## config.mk

```make
export PLATFORM = sky130hd
export DESIGN_NAME = datapath_ctrl
export DESIGN_NICKNAME = d
export VERILOG_FILES = /design/src/rtl/datapath_ctrl.sv
export SDC_FILE = /design/constraint.sdc
export NUM_CORES = 1
export LEC_CHECK = 0
export ABC_AREA = 1
export CAP_MARGIN = 30
export CORE_ASPECT_RATIO = 2
export CORE_UTILIZATION = 38
export DETAILED_ROUTE_END_ITERATION = 8
export PLACE_DENSITY = 0.76
export SLEW_MARGIN = 10
export SYNTH_ARGS = -nofsm -noshare
export SYNTH_HDL_FRONTEND = slang
export SYNTH_SLANG_ARGS = --single-unit
```

## constraint.sdc

```tcl
create_clock -name Clock -period 1.3 [get_ports Clock]
set_clock_uncertainty 0.2 [all_clocks]
set_input_delay 0.195 -clock Clock [delete_from_list [all_inputs] [get_ports Clock]]
set_output_delay 0.195 -clock Clock [all_outputs]
set_load 0.01 [all_outputs]
```

## src/rtl/datapath_ctrl.sv

```systemverilog
// Instruction controller: captures one instruction per handshake and
// sequences register-file read/write-back through IDLE, READ and WRITE.
module datapath_ctrl (
    input  logic        Clock,
    input  logic        Reset,
    input  logic [31:0] Instr,
    input  logic        Instr_Valid,
    output logic        Instr_Ready,
    input  logic        Zero,
    output logic [4:0]  Read_Addr_1,
    output logic [4:0]  Read_Addr_2,
    output logic [4:0]  Write_Addr,
    output logic        Write_Enable,
    output logic        Mux_ctrl,
    output logic [2:0]  opcode,
    output logic [31:0] Load_Data,
    output logic        Done,
    output logic        Zero_Flag,
    output logic [15:0] Retired
);

    typedef enum logic [1:0] {
        IDLE  = 2'd0,
        READ  = 2'd1,
        WRITE = 2'd2
    } state_t;

    state_t      r_state;
    state_t      w_next;
    logic        w_accept;
    logic        r_is_load;
    logic [4:0]  r_ra1;
    logic [4:0]  r_ra2;
    logic [4:0]  r_wa;
    logic [2:0]  r_op;
    logic [31:0] r_load;
    logic        r_zero;
    logic [15:0] r_retired;

    always_comb begin
        w_next   = r_state;
        w_accept = 1'b0;
        case (r_state)
            IDLE: begin
                if (Instr_Valid) begin
                    w_accept = 1'b1;
                    w_next   = Instr[31] ? WRITE : READ;
                end
            end
            READ:    w_next = WRITE;
            WRITE:   w_next = IDLE;
            default: w_next = IDLE;
        endcase
    end

    // Fields are latched at the handshake, so later Instr changes are ignored
    always_ff @(posedge Clock) begin
        if (Reset) begin
            r_state   <= IDLE;
            r_is_load <= 1'b0;
            r_ra1     <= 5'd0;
            r_ra2     <= 5'd0;
            r_wa      <= 5'd0;
            r_op      <= 3'd0;
            r_load    <= 32'd0;
            r_zero    <= 1'b0;
            r_retired <= 16'd0;
        end else begin
            r_state <= w_next;
            if (w_accept) begin
                r_is_load <= Instr[31];
                r_wa      <= Instr[27:23];
                if (Instr[31]) begin
                    r_load <= {9'd0, Instr[22:0]};
                end else begin
                    r_op  <= Instr[30:28];
                    r_ra1 <= Instr[22:18];
                    r_ra2 <= Instr[17:13];
                end
            end
            if (r_state == WRITE) begin
                r_retired <= r_retired + 16'd1;
                if (!r_is_load) begin
                    r_zero <= Zero;
                end
            end
        end
    end

    assign Instr_Ready  = (r_state == IDLE) && !Reset;
    assign Write_Enable = (r_state == WRITE);
    assign Done         = (r_state == WRITE);
    assign Mux_ctrl     = !((r_state == WRITE) && r_is_load);
    assign Read_Addr_1  = r_ra1;
    assign Read_Addr_2  = r_ra2;
    assign Write_Addr   = r_wa;
    assign opcode       = r_op;
    assign Load_Data    = r_load;
    assign Zero_Flag    = r_zero;
    assign Retired      = r_retired;

endmodule

```

Word level (Yosys, flattened, before mapping). Cells that the tools add are included.

Mux-type cells: 5. Add/sub/neg operators: 1. Equality and inequality tests: 3. Reductions and logical operators: 8. Bitwise operators: 2.

Operators with widths (number): 16-bit by 1-bit adder with 16-bit output (second input constant) (1); 2-bit AND reduction (3); 2-bit two-way mux (2); 2-bit one-hot mux with 2 select lines (1); 2-bit by 1-bit == test with 1-bit output (second input constant) (1); 2-bit == test (second input constant) (1); 1-bit logical AND (2); 1-bit zero test (2); 2-bit zero test (1); 1-bit two-way mux (2); 2-bit != test (second input constant) (1); 1-bit inverter (2).

Output and inout port bits: 71. Word-level logic and storage cells: 28. Register bits: 61. Bits of input ports: 36.

Logic depth before layout (Yosys ltp).
Depth in word-level cells: 3. Gate-level depth with buffers: 8. Gate-level depth less buffers: 8.

Worst setup path before layout. OpenSTA, ideal clock, no wires.

Path kind: reg2reg. Start point: register r_retired[1] (netlist: Retired[1]). End point: register r_retired[14] (netlist: Retired[14]). Period minus slack after synthesis: 1.484 ns. Slack: -0.184 ns. Required time: 0.983 ns. Cell stages (with the launch flop): 7. Setup time: 0.117 ns. Buffers on the path: 0. Data arrival time: 1.167 ns. Path through: dfxtp_1 ha_1 nand2_1 nor2_1 nand3_1 o21ai_0 nor2_1.

Cells in the longest elaborated chain, start to end: 1.

RTL lines: start: declaration (RTL line 38) `logic [15:0] r_retired;`; start signal: assignment (RTL line 82) `r_retired <= r_retired + 16'd1;`; 16-bit by 1-bit adder with 16-bit output (RTL line 82).

No other way between the ends. A chain may end at the register's enable or synchronous reset.

Worst setup path in the final report.
Start point: register r_state[1]. End point: output Write_Enable.

Cells in the longest elaborated chain, start to end: 1.

RTL lines: start: declaration (RTL line 28) `state_t r_state;`; start signal: assignment (RTL line 69) `r_state <= w_next;`; 2-bit == test (RTL line 91) `assign Write_Enable = (r_state == WRITE);`; end: declaration (RTL line 13) `output logic Write_Enable,`.

No other way between the ends.

==> results.toml <==
[outcome]
status = "complete, but fails checks"
violations = "negative setup slack"

[route]
ant_nets = 0
vias = 2776
drc = 0
wire_per_inst_um = 14.5
first_pass_iters = 4
routed_via_density = 4.86
totalWireLength_mm = 8.30
first_iter_violations = 129

[floorplanning]
ios = 107
die_w_um = 59.8
die_area_um2 = 7030
rows = 41
initial_core_util_pct = 39.9
die_y_um = 118
coreArea_um2 = 6360

[critical_path]
critPathLaunchType = "flop"
worstPathArrival_ns = 1.09
crit_type = "flop to output pin"
cp.required_ns = 0.90
worstPathMaxFanout = 6
end_kind = "output pin"

[placed_design]
io_buffers = 97
dp.cells = 539
hpwl_mm = 5.27
gp_congestion = 0.858

[clock_network]
cts_tree = "yes"
cts_buffers = 9
clock_latency_ns = 0.32
clkTransAtPathRegs_ns = 0.05
cts-hold-fix-buffers = 0
cts-root-buf = "clkbuf_16"
cts_max_level = 3
clock-sinks = 61
clock_path_buffers = 2

[yosys]
yosys_warnings = 0
synth_area_per_cell_um2 = 7.49
synth_edf_count = 0
synth_top_area_share_pct = 48.1
ys.flop_type = "dfxtp_1"
netlist_area_um2 = 2540
ys_seq_area_share_pct = 48.1
synthArstFlopShare_pct = 0
yosys.area.top_type = "dfxtp_1"
synth_cells = 339
ys_ff_latch = 61
synth.distinct_cells = 24
synth_most_common_cell = "nand2_1"
synth.area.top_cells = "dfxtp_1 (48%), nand2_1 (9.9%), nand3_1 (6.9%)"
ys_top_cells_by_count = "nand2_1 (67), dfxtp_1 (61), nor2_1 (40)"

[global_routing]
grt_usage_pct = 23.9
grt_pass1_vias = 2779
globalRouteOverflowTotal = 0
antenna_found_initial = 0
grt_pass1_wl_mm = 12.7
grt_max_degree = 25

[final_layout]
diodes = 0
fillers = 520
multi_input_area_um2 = 1420
synthToLayoutAreaGrowth_pct = 80.7
fin_nets = 519
drive_gt1_share_pct = 50.5
seq_area_um2 = 1270
instances_no_fill = 571

[sta]
worst_slack_ns = -0.182
rsz0062_at_grt = "yes"
setup_viol = 65
whs_ns = 0.0566
drv_slew = 0
hold_viol_final = 0
fin_crit_sh_pct = 114
period_needed_ns = 1.48
fmax_ghz = 0.675

[pwr]
p_seq_share_pct = 38.7
power_switching_mw = 1.23
p_leak_nw = 1.97
combinationalPowerShare_pct = 15.2
power.density_nw_per_um2 = 1130
vdd_ir_drop_max_uv = 1270
sw_frac_of_total_pct = 23.6
p_int_mw = 3.98
clkPwrFrac_pct = 46.1

[min_path]
hold_path_class = "primary input to flop"

[job]
max_cap_violations = 0
## power groups by stage
stage | clock network (mW) | logic [mW] | registers (mW)
floorplan | 0 | 0.254 | 2.07
global placement | 0 | 0.612 | 2.03
detailed placement | 0 | 0.622 | 2.03
CTS | 2.41 | 0.753 | 2.00
global route | 2.50 | 0.847 | 2.02
finish | 2.40 | 0.791 | 2.02
## worst paths after layout
check	from	endpoint	slack (ns)	cells past startpoint
max	r_state[1]	Write_Enable	-0.18	4
min	Reset	Zero_Flag	0.06	3
max reg2reg	r_state[1]	Retired[5]	-0.18	9
min reg2reg	Read_Addr_2[4]	Read_Addr_2[4]	0.25	2
## critical path: stages, from the launching register on
cell,delay [ns]
dfxtp_2,0.35
inv_4,0.05
nor2_4,0.11
buf_6,0.15
buf_6,0.10
## cell families (layout without fill, tap and decap cells)
family                   count (synthesis)  after routing  synth area share, %
AO/OA/AOI/OAI                           59             59                 12.2
XOR/XNOR                                 2              2                0.690
buffers and inverters                   63            201                 12.8
adder cells (fa/ha/maj)                  1              1                0.493
flip-flops                              61             61                 48.1
AND/OR/NAND/NOR                        152            152                 25.5
other                                    1              9                0.148
## layer usage
| layer | global-route usage (%) | vias to the layer above | routed length (µm) |
|---|---|---|---|
| met4 | 11.6 | 0 | 309 |
| met3 | 5.71 | 22 | 353 |
| li1 | - | 1352 | - |
| met2 | 43.8 | 101 | 4810 |
| met5 | 0 | - | 0 |
| met1 | 23.4 | 1301 | 2830 |
## sequential cells by signal (all words and copies together) (netlist names), 2 cells and up
name / flops
r_state: 2
Read_Addr_1: 5
Retired: 16
Write_Addr: 5
Load_Data: 23
opcode: 3
Read_Addr_2: 5
## stage by stage
step	utilization, %	area (µm²)	power (mW)	worst slack (ns)	TNS, ns
3_3_place_gp	59.5	3780	2.64	-0.475	-21.99
4_1_cts	71.0	4520	5.16	-0.189	-7.80
5_1_grt	72.1	4580	5.37	-0.228	-11.33
6_report	72.1	4580	5.20	-0.182	-8.14
3_5_place_dp	59.5	3780	2.66	-0.461	-22.74
2_1_floorplan	-	2610	2.32	-0.0315	-0.909
## cell usage in the layout, fill, tap and decap left out, drive strengths merged
| cell type | Yosys | routed |
|---|---|---|
| o21bai | 1 | 1 |
| clkinv | 0 | 1 |
| inv | 38 | 36 |
| clkinvlp | 0 | 1 |
| clkbuf | 3 | 30 |
| nor3 | 1 | 1 |
| nand4 | 5 | 5 |
| a21oi | 32 | 32 |
| clkdlybuf4s15 | 0 | 10 |
| xnor2 | 2 | 2 |
| nor2 | 43 | 43 |
| o21ai | 26 | 26 |
| buf | 22 | 88 |
| dlymetal6s2s | 0 | 1 |
| clkdlybuf4s50 | 0 | 33 |
| nand3 | 35 | 35 |
| bufinv | 0 | 1 |
| dfxtp | 61 | 61 |
| conb | 1 | 9 |
| nand2 | 68 | 68 |
| ha | 1 | 1 |
## cell type report
cell class	count	share of cell area [%]
multi-input combinational	223	31.0
timing repair buffer	149	28.6
tap	86	2.35
sequential	61	27.8
inverter	38	3.68
clock inverter	1	0.655
clock buffer	13	5.90
## timing repair
| item | 4_1_cts | 5_1_grt |
|---|---|---|
| gates cloned | 4 | 0 |
| pin swaps | 32 | 14 |
| setup buffers | 11 | 3 |
| resized for setup | 298 | 112 |
| endpoints found under the setup margin | 120 | 104 |
(Power assumes the default switching activity.)
